**config.mk**
```make
export PLATFORM = sky130hd
export DESIGN_NAME = parport_ctrl
export DESIGN_NICKNAME = d
export VERILOG_FILES = /design/src/rtl/parport_ctrl.sv
export SDC_FILE = /design/constraint.sdc
export NUM_CORES = 1
export LEC_CHECK = 0
export BUFFER_PORTS_ARGS = -buffer_cell sky130_fd_sc_hd__clkbuf_2
export CAP_MARGIN = 20
export CORE_MARGIN = 2
export CORE_UTILIZATION = 55
export CTS_CLUSTER_DIAMETER = 100
export CTS_CLUSTER_SIZE = 16
export DETAILED_ROUTE_END_ITERATION = 8
export GPL_TIMING_DRIVEN = 0
export PLACE_DENSITY = 0.83
export SETUP_SLACK_MARGIN = 0.2
export SYNTH_ARGS = -nofsm -noshare
export SYNTH_HDL_FRONTEND = slang
export SYNTH_SLANG_ARGS = --single-unit
```
**constraint.sdc**
```tcl
create_clock -name clk32 -period 7.6 [get_ports clk32]
set_clock_uncertainty 0.1 [all_clocks]
set_input_delay 0 -clock clk32 [delete_from_list [all_inputs] [get_ports clk32]]
set_output_delay 0 -clock clk32 [all_outputs]
set_load 0.02 [all_outputs]
```
**src/rtl/parport_ctrl.sv**
```systemverilog
// Centronics-style printer port transmit controller.
// Queues bytes from the core in a small FIFO and sequences each one onto
// the parallel port as data setup, an active-low strobe pulse and hold,
// waiting for the printer busy line to drop before starting each byte.
module parport_ctrl #(
  parameter int FIFO_DEPTH  = 16,
  parameter int SETUP_CYC   = 32,
  parameter int STROBE_CYC  = 32,
  parameter int HOLD_CYC    = 32,
  parameter int TIMEOUT_CYC = 3200000
) (
  input  logic                          clk32,
  input  logic                          reset_n,
  input  logic                          enable,
  input  logic [7:0]                    wr_data,
  input  logic                          wr_stb,
  input  logic                          flush,
  input  logic                          clr_err,
  input  logic                          pp_busy,
  output logic [7:0]                    pp_data_out,
  output logic                          pp_data_oe,
  output logic                          pp_strobe_out,
  output logic                          pp_strobe_oe,
  output logic                          fifo_full,
  output logic [$clog2(FIFO_DEPTH):0]   fifo_level,
  output logic                          busy_sync,
  output logic                          tx_idle,
  output logic                          tx_done,
  output logic                          timeout,
  output logic                          overflow
);

  localparam int PW   = $clog2(FIFO_DEPTH);
  localparam int LW   = PW + 1;
  localparam int MAXC = (SETUP_CYC > STROBE_CYC)
                        ? ((SETUP_CYC > HOLD_CYC) ? SETUP_CYC : HOLD_CYC)
                        : ((STROBE_CYC > HOLD_CYC) ? STROBE_CYC : HOLD_CYC);
  localparam int CW   = $clog2(MAXC + 1);

  localparam logic [LW-1:0] DEPTH_L   = LW'(FIFO_DEPTH);
  localparam logic [CW-1:0] SETUP_LD  = CW'(SETUP_CYC - 1);
  localparam logic [CW-1:0] STROBE_LD = CW'(STROBE_CYC - 1);
  localparam logic [CW-1:0] HOLD_LD   = CW'(HOLD_CYC - 1);
  localparam logic [31:0]   TO_LAST   = 32'(TIMEOUT_CYC - 1);

  typedef enum logic [1:0] {IDLE, SETUP, STROBE, HOLD} state_t;

  state_t          state_q;
  logic [CW-1:0]   cnt_q;
  logic [7:0]      data_q;
  logic            strobe_q;
  logic            done_q;
  logic            busyMeta_q;
  logic            busySync_q;
  logic            dataOe_q;
  logic            strobeOe_q;
  logic [31:0]     tcnt_q;
  logic            timeout_q;
  logic [7:0]      mem_q [FIFO_DEPTH];
  logic [PW-1:0]   wrPtr_q, wrPtr_d;
  logic [PW-1:0]   rdPtr_q, rdPtr_d;
  logic [LW-1:0]   count_q, count_d;
  logic            overflow_q, overflow_d;

  logic            fifoEmpty;
  logic            fifoFullInt;
  logic            wrAccept;
  logic            ovfSet;
  logic            popEn;
  logic            stallEn;
  logic            timeoutSet;
  logic [7:0]      headByte;

  assign fifoEmpty   = (count_q == '0);
  assign fifoFullInt = (count_q == DEPTH_L);
  assign wrAccept    = wr_stb && !fifoFullInt && !flush;
  assign ovfSet      = wr_stb && fifoFullInt && !flush;
  assign popEn       = (state_q == IDLE) && enable && !fifoEmpty && !busySync_q;
  assign stallEn     = (state_q == IDLE) && enable && !fifoEmpty && busySync_q;
  assign timeoutSet  = stallEn && (tcnt_q == TO_LAST);
  assign headByte    = mem_q[rdPtr_q];

  // Two-flop synchroniser for the printer busy line; resets to busy.
  always_ff @(posedge clk32 or negedge reset_n) begin
    if (!reset_n) begin
      busyMeta_q <= 1'b1;
      busySync_q <= 1'b1;
    end else begin
      busyMeta_q <= pp_busy;
      busySync_q <= busyMeta_q;
    end
  end

  // Pad output enables follow enable one cycle later.
  always_ff @(posedge clk32 or negedge reset_n) begin
    if (!reset_n) begin
      dataOe_q   <= 1'b0;
      strobeOe_q <= 1'b0;
    end else begin
      dataOe_q   <= enable;
      strobeOe_q <= enable;
    end
  end

  // FIFO bookkeeping: fullness is judged before any pop, flush beats writes.
  always_comb begin
    wrPtr_d    = wrPtr_q;
    rdPtr_d    = rdPtr_q;
    count_d    = count_q;
    overflow_d = ovfSet ? 1'b1 : (clr_err ? 1'b0 : overflow_q);
    if (flush) begin
      wrPtr_d = '0;
      rdPtr_d = '0;
      count_d = '0;
    end else begin
      if (wrAccept) wrPtr_d = wrPtr_q + PW'(1);
      if (popEn)    rdPtr_d = rdPtr_q + PW'(1);
      case ({wrAccept, popEn})
        2'b10:   count_d = count_q + LW'(1);
        2'b01:   count_d = count_q - LW'(1);
        default: count_d = count_q;
      endcase
    end
  end

  // FIFO pointer, count and overflow registers.
  always_ff @(posedge clk32 or negedge reset_n) begin
    if (!reset_n) begin
      wrPtr_q    <= '0;
      rdPtr_q    <= '0;
      count_q    <= '0;
      overflow_q <= 1'b0;
    end else begin
      wrPtr_q    <= wrPtr_d;
      rdPtr_q    <= rdPtr_d;
      count_q    <= count_d;
      overflow_q <= overflow_d;
    end
  end

  // FIFO storage; contents are meaningless once the count is cleared.
  always_ff @(posedge clk32) begin
    if (wrAccept) mem_q[wrPtr_q] <= wr_data;
  end

  // Transfer sequencer: load byte, setup, strobe low, hold, done pulse.
  always_ff @(posedge clk32 or negedge reset_n) begin
    if (!reset_n) begin
      state_q  <= IDLE;
      cnt_q    <= '0;
      data_q   <= 8'h00;
      strobe_q <= 1'b1;
      done_q   <= 1'b0;
    end else begin
      done_q <= 1'b0;
      case (state_q)
        IDLE: begin
          if (popEn) begin
            data_q  <= headByte;
            cnt_q   <= SETUP_LD;
            state_q <= SETUP;
          end
        end
        SETUP: begin
          if (cnt_q == '0) begin
            strobe_q <= 1'b0;
            cnt_q    <= STROBE_LD;
            state_q  <= STROBE;
          end else begin
            cnt_q <= cnt_q - CW'(1);
          end
        end
        STROBE: begin
          if (cnt_q == '0) begin
            strobe_q <= 1'b1;
            cnt_q    <= HOLD_LD;
            state_q  <= HOLD;
          end else begin
            cnt_q <= cnt_q - CW'(1);
          end
        end
        HOLD: begin
          if (cnt_q == '0) begin
            done_q  <= 1'b1;
            state_q <= IDLE;
          end else begin
            cnt_q <= cnt_q - CW'(1);
          end
        end
        default: state_q <= IDLE;
      endcase
    end
  end

  // Busy-stall watchdog: counts while a byte waits on busy, saturates, sticky flag.
  always_ff @(posedge clk32 or negedge reset_n) begin
    if (!reset_n) begin
      tcnt_q    <= '0;
      timeout_q <= 1'b0;
    end else begin
      if (!stallEn) begin
        tcnt_q <= '0;
      end else if (tcnt_q != TO_LAST) begin
        tcnt_q <= tcnt_q + 32'd1;
      end
      timeout_q <= timeoutSet ? 1'b1 : (clr_err ? 1'b0 : timeout_q);
    end
  end

  assign pp_data_out   = data_q;
  assign pp_data_oe    = dataOe_q;
  assign pp_strobe_out = strobe_q;
  assign pp_strobe_oe  = strobeOe_q;
  assign fifo_full     = fifoFullInt;
  assign fifo_level    = count_q;
  assign busy_sync     = busySync_q;
  assign tx_idle       = (state_q == IDLE) && fifoEmpty;
  assign tx_done       = done_q;
  assign timeout       = timeout_q;
  assign overflow      = overflow_q;

endmodule
```
==> results.cfg, run 1 <==
[min_path]
holdPathEnd = busyMeta_q
min_from = pp_busy
worstHoldPathType = input port to register
holdPathStages = 2

[timing]
worstMarginPinSlew_ns = 0.941
setup_violations = 0
tns_ns = 0
min_period_over_period = 0.410
drv_slew = 0
slew_headroom = 0.372
post-route-min-period_ns = 3.11
fmax_mhz = 321
hold_viol = 0
rsz0062_at_grt = false
setup_slack_ns = 4.49

[worst_setup_path]
cp-end-kind = register
start_kind = register
crit_arrival_ns = 3.40
rr_worst_depth = 11
crit_path_start = state_q[0]
crit_required_ns = 7.88
cp_top_family = buffers and inverters
worst-path-stages = 11
r2r_slack_ns = 4.49
timing.rr.end = fifo_level[3]
slowest_stage = dlygate4sd3_1
critPathBufInv = 3
r2r-start = state_q[0]
cp_common_cell = ha_1
cp_max_fo = 6
path_class = register to register
path_cells = inv_1 > ha_1 > and3b_1 > buf_2 > o21ai_4 > nor2_2 > ha_1 > nor3_1 > nor2_1 > a221oi_2 > dlygate4sd3_1
slowest_delay_ns = 0.57

[clock_network]
cts_buffers = 17
cts.path.max_buffers = 2
h-tree-depth = 4
cts_root_buf = clkbuf_16
path_clk_slew_ns = 0.07
clock_latency_ns = 0.45
cts_tree = yes
clock_sinks = 196

[layout]
drive_above_1_share = 0.198
multi_input_area_mm2 = 0.00284
fill_cells = 1071
regArea_mm2 = 0.00555
syn_to_final_growth_pct = 14.0
nets = 694
n_antenna_cell = 0
final_util = 0.642

[global_route]
gr-total-overflow = 0
grt_pass1_vias = 5600
grt_usage = 0.243
grt_max_degree = 69
grt_pass1_wl_mm = 29.7
antenna_found_initial = 0

[synth]
synth.largest_area_cell = edfxtp_1
syn-cell-area_mm2 = 0.00856
synth-seq-cells = 196
synth_edf_count = 128
ys_top_cells_by_area = edfxtp_1 45%, dfrtp_1 19%, mux4_2 8.4%
yosys.area.top_type_share = 0.449
synth-main-ff-cell = edfxtp_1
async_reset_ff_frac = 0.347
yosysUniqueCellTypes = 58
yosysWarnings = 0
ys_seq_area_frac = 0.649
synth_nets = 616
yosysMostFrequentCell = edfxtp_1
netlist_instances = 586
synth_common_cells = 128 x edfxtp_1, 65 x dfrtp_1, 54 x nor2_1, 32 x mux4_2
avgSynthCellArea_um2 = 14.6

[drt]
wl_per_cell_um = 22.0
wirelength_mm = 19.0
drt_iter0_markers = 500
ant_nets = 0
drc_errors = 0
vias = 5486
via_per_inst = 6.34
dr.pass1.iters = 8

[place]
dp_hpwl_mm = 12.3
port_buffers = 36
gp_congestion = 0.857
pre_cts_ws_ns = 4.53

[power]
p_sw_frac = 0.221
ir_drop_v = 0.000236
p_clk_frac = 0.420
power.density_mw_per_mm2 = 216
p_comb_frac = 0.032
leakage_uw = 0.00359
switchingPower_uw = 466
internal_power_uw = 1640
seqPwrFrac = 0.548

[die]
start_util = 0.563
boundaryPins = 37
num_rows = 45
die_w_um = 129
coreArea_mm2 = 0.0152
dieArea_mm2 = 0.0166
die_h_um = 129

[status]
outcome = complete, no violations

[run]
maxCapViolations = 0
## through the flow
| step | hold slack, ns | total power (uW) | instance area (um^2) | instances |
|---|---|---|---|---|
| 2_1_floorplan | -0.396 | 1200 | 8560 | 586 |
| 3_3_place_gp | -0.00899 | 1230 | 8970 | 810 |
| 3_5_place_dp | -0.00224 | 1240 | 9030 | 818 |
| 4_1_cts | 0.0826 | 2110 | 9760 | 865 |
| 5_1_grt | 0.120 | 2160 | 9760 | 865 |
| 6_report | 0.114 | 2100 | 9760 | 865 |
## power by group through the flow
stage	clock network, uW	logic, uW	registers, uW
after floorplan	0	25.2	1180
after global placement	0	56.8	1170
after detailed placement	0	60.7	1170
after CTS	889	67.3	1150
after global routing	929	73.6	1150
final	885	67.2	1150
## how the worst max path moves through the flow
stage / endpoint
finish: fifo_level[3]
global route: fifo_level[2]
CTS: fifo_level[2]
detailed placement: fifo_level[2]
global placement: fifo_level[2]
floorplan: fifo_level[2]
## layout make-up
cell class / instances / share of cell area
Multi-Input combinational cell: 349 / 0.291
Tap cell: 188 / 0.0241
Clock inverter: 11 / 0.0126
Buffer: 25 / 0.0114
Sequential cell: 196 / 0.569
Clock buffer: 21 / 0.0462
Inverter: 16 / 0.00616
Timing Repair Buffer: 59 / 0.0403
## per-layer routing
layer,track usage,wire length [um]
met1,0.306,7710
met2,0.412,9700
met3,0.0545,1250
met4,0.0985,375
met5,0,0
## sequential cells by signal (all words and copies together), names as in the netlist, 2 cells and up
signal       count
pp_data_out      8
cnt_q            6
state_q          2
mem_q          128
rdPtr_q          4
fifo_level       5
tcnt_q          32
wrPtr_q          4
## worst register-to-register path, stage by stage, from the launching register on
cell	delay (ns)
dfrtp_1	0.41
inv_1	0.13
ha_1	0.28
and3b_1	0.19
buf_2	0.23
o21ai_4	0.11
nor2_2	0.23
ha_1	0.32
nor3_1	0.19
nor2_1	0.07
a221oi_2	0.23
dlygate4sd3_1	0.57
## cell families after synthesis
| group | after synthesis | share of synthesized area |
|---|---|---|
| DFF | 196 | 0.649 |
| and+or+nand+nor | 183 | 0.112 |
| AOI/OAI and AO/OA | 73 | 0.0619 |
| muxes | 53 | 0.110 |
| buffers and inverters | 41 | 0.0200 |
| xor gates and xnor gates | 25 | 0.0256 |
| adders and majority gates | 15 | 0.0219 |
## cell usage in the layout (no fill, tap or decap), types with 3 or more instances in the layout
cell             n
nand2_1         23
nand3_1         19
nor2_1          54
clkbuf_1        15
dfrtp_1         65
and3_1           4
mux4_2          32
o31ai_1          3
and2_1           8
a22o_1           5
inv_6            3
buf_4            9
nor3_1          23
mux2i_1         19
or4_1            6
buf_2           11
edfxtp_1       128
o21ai_0         15
o211ai_1         7
xnor2_1          3
or3_1            6
nor4_1           8
nand4_1         13
inv_1           16
a21oi_1         16
a211o_1          8
dfstp_2          3
clkbuf_2        35
xor2_1          22
clkbuf_16       17
a31oi_1          4
ha_1            15
dlygate4sd3_1   15
## timing repair
action,in CTS,in global routing
endpoints found under the hold margin,208,0
gates resized for setup,0,0
hold buffers,15,0
buffers inserted,0,0
Note: power is estimated with default switching activity, not from simulation.
==> run 2: changes to the inputs <==
--- a/config.mk
+++ b/config.mk
@@ -5,6 +5,7 @@
 export SDC_FILE = /design/constraint.sdc
 export NUM_CORES = 1
 export LEC_CHECK = 0
+export ABC_AREA = 1
 export BUFFER_PORTS_ARGS = -buffer_cell sky130_fd_sc_hd__clkbuf_2
 export CAP_MARGIN = 20
 export CORE_MARGIN = 2
==> constraint.sdc (replaced) <==
create_clock -name clk32 -period 2.9 [get_ports clk32]
set_clock_uncertainty 0.1 [all_clocks]
set_input_delay 0 -clock clk32 [delete_from_list [all_inputs] [get_ports clk32]]
set_output_delay 0 -clock clk32 [all_outputs]
set_load 0.02 [all_outputs]
==> run 2 against run 1 <==
Net effect: sequential cell count unchanged; cell count increased by 29%; clock-buffer cell count fell by 4; sequential power grew to 2.6 times the previous value; clock power grew to 2.6 times the previous value; worst hold slack worse by 0.082 ns; fmax increased by 28%; die area rose by 2.2%; synthesized cell count up 39%.
==> results.cfg, run 2 <==
[die]
start_util = 0.557
die_h_um = 130
boundaryPins = 37
die_w_um = 130
dieArea_mm2 = 0.0169
coreArea_mm2 = 0.0157
num_rows = 46

[clock_network]
path_clk_slew_ns = 0.07
clock_sinks = 196
cts_setup_buffers = 0
h-tree-depth = 4
clock_latency_ns = 0.43
cts.path.max_buffers = 2
cts_tree = yes
cts_buffers = 17
cts_root_buf = clkbuf_16

[worst_setup_path]
slowest_delay_ns = 0.41
start_kind = register
cp_max_fo = 9
r2r-start = state_q[0]
slowest_stage = dfrtp_1
path_class = register to register
timing.rr.end = fifo_level[4]
cp_top_family = simple AND/OR/NAND/NOR gates
critPathBufInv = 4
path_cells = inv_1 > ha_1 > nand2_1 > inv_1 > nand3_4 > inv_6 > nand2_2 > nor2_1 > nor2_2 > ha_1 > inv_1 > nand2_1 > nand3_1 > nand3b_1 > nand3_1 > nand2_1
rr_worst_depth = 16
crit_required_ns = 3.12
r2r_slack_ns = 0.47
crit_arrival_ns = 2.66
cp-end-kind = register

[timing]
setup_violations = 0
drv_slew = 0
worstMarginPinSlew_ns = 1.05
fmax_mhz = 411
tns_ns = 0
hold_viol = 0
slew_headroom = 0.300
rsz0062_at_grt = false
min_period_over_period = 0.839
post-route-min-period_ns = 2.43

[power]
ir_drop_v = 0.000477
internal_power_uw = 4330
seqPwrFrac = 0.547
switchingPower_uw = 1190
p_comb_frac = 0.031
leakage_uw = 0.00378
p_sw_frac = 0.215
p_clk_frac = 0.421
power.total_uw = 5520
power.density_mw_per_mm2 = 553

[drt]
dr.pass1.iters = 9
wirelength_mm = 20.9
drt_iter0_markers = 714
vias = 6558
ant_nets = 0
wl_per_cell_um = 18.7
via_per_inst = 5.88
drc_errors = 0

[place]
port_buffers = 36
dp_cells = 1068
placed_area_mm2 = 0.00923
dp_hpwl_mm = 13.7
gp_congestion = 0.930

[synth]
yosysWarnings = 0
synth-seq-cells = 196
synth_common_cells = 132 x nor2_1, 128 x edfxtp_1, 95 x nand2_1, 82 x o21ai_0, 65 x dfrtp_1
netlist_instances = 815
synth.largest_area_cell = edfxtp_1
ys_seq_area_frac = 0.634
synth-main-ff-cell = edfxtp_1
synth_nets = 845
synth_edf_count = 128
avgSynthCellArea_um2 = 10.7
syn-cell-area_mm2 = 0.00875
async_reset_ff_frac = 0.347
yosys.area.top_type_share = 0.439
yosysUniqueCellTypes = 46
yosysMostFrequentCell = nor2_1
ys_top_cells_by_area = edfxtp_1 44%, dfrtp_1 19%, nor2_1 5.7%

[global_route]
grt_max_degree = 50
antenna_found_initial = 0
grt_pass1_vias = 6498
gr-total-overflow = 0
grt_usage = 0.261
grt_pass1_wl_mm = 33.0

[run]
maxCapViolations = 0

[layout]
n_antenna_cell = 0
layout_common_cells = 132 x nor2_1, 128 x edfxtp_1, 95 x nand2_1, 82 x o21ai_0, 65 x dfrtp_1
final_util = 0.636
instances_no_fill = 1116
final_common_cell = nor2_1
largest_reg_flops = 128
design_area_mm2 = 0.00999
fill_cells = 1212
syn_to_final_growth_pct = 14.1
nets = 917
multi_input_area_mm2 = 0.00284
drive_above_1_share = 0.114
regMostFlops = mem_q
regArea_mm2 = 0.00555

[status]
outcome = complete, no violations

[min_path]
worstHoldPathType = input port to asynchronous set/reset pin
## run 2: changes by cell type after synthesis, sizes merged, moves of 9 or more
| cell | change |
|---|---|
| inv | +52 |
| mux2i | -19 |
| mux4 | -32 |
| nand2 | +77 |
| nand3 | +16 |
| nor2 | +84 |
| o21ai | +70 |
| o221ai | +19 |
| o22ai | +13 |
| xor2 | -9 |
## run 2: cell families (layout without fill, tap and decap cells)
family | after synthesis | count (layout) | share of synthesized area
AO/OA/AOI/OAI | 173 | 173 | 0.120
adder cells (fa/ha/maj) | 15 | 15 | 0.0214
buffers and inverters | 97 | 182 | 0.0429
XOR/XNOR | 20 | 20 | 0.0200
flip-flops | 196 | 196 | 0.634
AND/OR/NAND/NOR | 314 | 314 | 0.162
## run 2: worst max path at each step
| stage | from | to | slack [ns] | cells after the start |
|---|---|---|---|---|
| 5_1_grt | state_q[1] | fifo_level[4] | 0.23 | 16 |
| 6_report | state_q[0] | fifo_level[4] | 0.47 | 16 |
| 3_5_place_dp | state_q[0] | fifo_level[4] | 0.35 | 16 |
| 3_3_place_gp | state_q[0] | fifo_level[4] | 0.44 | 16 |
| 4_1_cts | state_q[0] | fifo_level[4] | 0.31 | 16 |
| 2_1_floorplan | state_q[0] | fifo_level[4] | 0.76 | 16 |
## run 2: final cells by class
cell class,instances,share of cell area
repair buffers,53,0.0371
multi-input cells,522,0.284
clock buffers,17,0.0426
flip-flops and latches,196,0.556
inverters,69,0.0264
clock inverters,15,0.0155
plain buffers,28,0.0117
well taps,216,0.0271
## run 2: per-stage QoR
stage          setup slack, ns  hold WS [ns]
5_1_grt                  0.229        0.0236
6_report                 0.466        0.0317
4_1_cts                  0.314        0.0132
2_1_floorplan            0.762        -0.396
3_5_place_dp             0.348        -0.167
3_3_place_gp             0.444       -0.0119
## run 2: worst reg2reg max path: stages (launching register included)
cell and delay (ns):
dfrtp_1 0.41, inv_1 0.14, ha_1 0.21, nand2_1 0.06
inv_1 0.10, nand3_4 0.18, inv_6 0.17, nand2_2 0.10
nor2_1 0.13, nor2_2 0.06, ha_1 0.18, inv_1 0.05
nand2_1 0.07, nand3_1 0.12, nand3b_1 0.09, nand3_1 0.09
nand2_1 0.05
## run 2: layer usage
metal / vias to the layer above / track usage / routed length, um
met5: - / 0 / 0
met4: 0 / 0.113 / 711
met3: 61 / 0.0611 / 1630
met2: 347 / 0.443 / 10300
met1: 3145 / 0.323 / 8250
li1: 3005 / - / -
## run 2: power groups by stage
| stage | combinational, uW | clock (uW) | sequential, uW |
|---|---|---|---|
| after floorplan | 59.8 | 0 | 3080 |
| after global placement | 143 | 0 | 3080 |
| after detailed placement | 154 | 0 | 3080 |
| after CTS | 173 | 2340 | 3020 |
| after global routing | 192 | 2450 | 3020 |
| final | 173 | 2330 | 3020 |
## run 2: what timing repair did
action | in CTS | in global routing
endpoints found under the hold margin | 217 | 0
setup endpoints to repair | 0 | 3
hold buffers | 16 | 0
resized for setup | 0 | 3
==> run 3: changes to the inputs <==
==> constraint.sdc (replaced) <==
create_clock -name clk32 -period 2.3 [get_ports clk32]
set_clock_uncertainty 0.1 [all_clocks]
set_input_delay 0 -clock clk32 [delete_from_list [all_inputs] [get_ports clk32]]
set_output_delay 0 -clock clk32 [all_outputs]
set_load 0.02 [all_outputs]
==> run 3 against run 2 <==
Net effect: utilization up 3.0 points; sequential power rose by 26%; worst setup slack lost 0.25 ns; design area rose by 4.7%; worst hold slack lost 0.024 ns; non-clock buffer count grew 26; global-route usage shrank 0.11 points; fmax is 17% higher; cell count is 2.3% higher; die area unchanged; via count rose by 1.3%; combinational power increased by 58%.
==> results.cfg, run 3 (same netlist as run 2, synthesis figures left out) <==
[drt]
wl_per_cell_um = 19.0
drc_errors = 0
via_per_inst = 5.82
wirelength_mm = 21.7
drt_iter0_markers = 820
vias = 6641
dr.pass1.iters = 5
ant_nets = 0

[worst_setup_path]
slowest_stage = dfrtp_1
cp_common_cell = nand2_1
crit_arrival_ns = 2.31
cp_max_fo = 4
crit_required_ns = 2.53
path_class = register to register
slowest_delay_ns = 0.40
start_kind = register
path_cells = inv_2 > ha_4 > nand2_1 > inv_2 > nand3_4 > nor2_4 > nor2_1 > nor2_2 > ha_2 > inv_1 > nand2_2 > nand3_2 > nand2_1 > nand2_1 > nand3_1 > nand2_1
cp-end-kind = register

[layout]
drive_above_1_share = 0.198
design_area_mm2 = 0.0105
multi_input_area_mm2 = 0.00303
nets = 943
fill_cells = 1099
syn_to_final_growth_pct = 19.5
n_antenna_cell = 0
instances_no_fill = 1142
layout_common_cells = 128 x edfxtp_1, 113 x nor2_1, 93 x nand2_1, 78 x o21ai_0, 61 x dfrtp_1
regArea_mm2 = 0.00555
largest_reg_flops = 128
regMostFlops = mem_q
final_common_cell = edfxtp_1

[die]
start_util = 0.557
dieArea_mm2 = 0.0169
die_h_um = 130
die_w_um = 130
coreArea_mm2 = 0.0157
num_rows = 46
boundaryPins = 37

[timing]
rsz0062_at_grt = true
setup_slack_ns = 0.214
hold_viol = 0
post-route-min-period_ns = 2.09
slew_headroom = 0.438
worstMarginPinSlew_ns = 0.840
fmax_mhz = 479
hold_slack_ns = 0.00817
setup_violations = 0
drv_slew = 0
min_period_over_period = 0.907

[global_route]
met3_usage = 0.0775
grt_pass1_vias = 6378
met2_usage = 0.429
gr-usage-met1 = 0.328
gr-total-overflow = 0
grt_pass1_wl_mm = 32.9
busiest_layer = met2
grt_max_degree = 50
antenna_found_initial = 0
grt_usage = 0.260

[place]
dp_hpwl_mm = 13.7
dp_cells = 1068
pre_cts_ws_ns = -0.0891
gp_congestion = 0.897
port_buffers = 36
placed_area_mm2 = 0.00924

[status]
outcome = complete, no violations

[power]
ir_drop_v = 0.000687
leakage_uw = 0.00400
power.density_mw_per_mm2 = 688
power.total_uw = 7200

[clock_network]
h-tree-depth = 4
clock_sinks = 196
path_clk_slew_ns = 0.07
cts.path.max_buffers = 2
clock_latency_ns = 0.45
cts_buffers = 17
cts_root_buf = clkbuf_16
cts_tree = yes

[min_path]
worstHoldPathType = input port to asynchronous set/reset pin

[run]
maxCapViolations = 0
[run 3: changes by cell type in the layout (fill, tap and decap cells not counted), sizes merged]
cell and change:
buf +25, clkbuf +2, clkinv -3, clkinvlp -3, inv +5
[run 3: per-layer routing]
layer  routed length [um]  vias up
met5                    0        -
met4                  568        0
met3                 1630       42
met2                10800      315
met1                 8680     3225
li1                     -     3059
[run 3: critical path: cells and delay by family, from the launching register on]
kind                       cells  cell delay, ns
and+or+nand+nor               11            0.90
adders and majority gates      2            0.33
buffers and inverters          3            0.22
DFF                            1            0.40
[run 3: layout make-up]
type                       instances  share of cell area
sequential                       196               0.531
buffer                            28              0.0146
tap                              216              0.0258
clock inverter                    14              0.0172
clock buffer                      18              0.0420
multi-input combinational        522               0.290
timing repair buffer              79              0.0541
inverter                          69              0.0252
[run 3: path summary, 6_finish.rpt]
kind,slack [ns],startpoint,endpoint,cells past startpoint
setup / recovery,0.21,state_q[0],fifo_level[4],16
hold / removal,0.008,reset_n,tcnt_q[6],3
setup reg to reg,0.21,state_q[0],fifo_level[4],16
hold reg to reg,0.26,busyMeta_q,busy_sync,0
max in group asynchronous,0.88,reset_n,tcnt_q[17],3
min in group clk32,0.10,pp_busy,busyMeta_q,2
[run 3: power by group]
group | total [uW] | internal (uW) | switching, uW
sequential | 3810 | 3790 | 23.3
combinational | 274 | 96.4 | 177
clock | 3110 | 1690 | 1420
[run 3: timing repair]
item / 4_1_cts / 5_1_grt
resized for setup: 26 / 62
buffers inserted: 7 / 19
endpoints found under the hold margin: 199 / 0
pin swaps: 3 / 19
endpoints found under the setup margin: 160 / 158
hold buffers: 16 / 0
[run 3: per-stage QoR]
step,TNS (ns),utilization
5_1_grt,0,0.666
3_5_place_dp,-0.238,0.588
4_1_cts,0,0.646
2_1_floorplan,0,-
6_report,0,0.666
3_3_place_gp,0,0.586
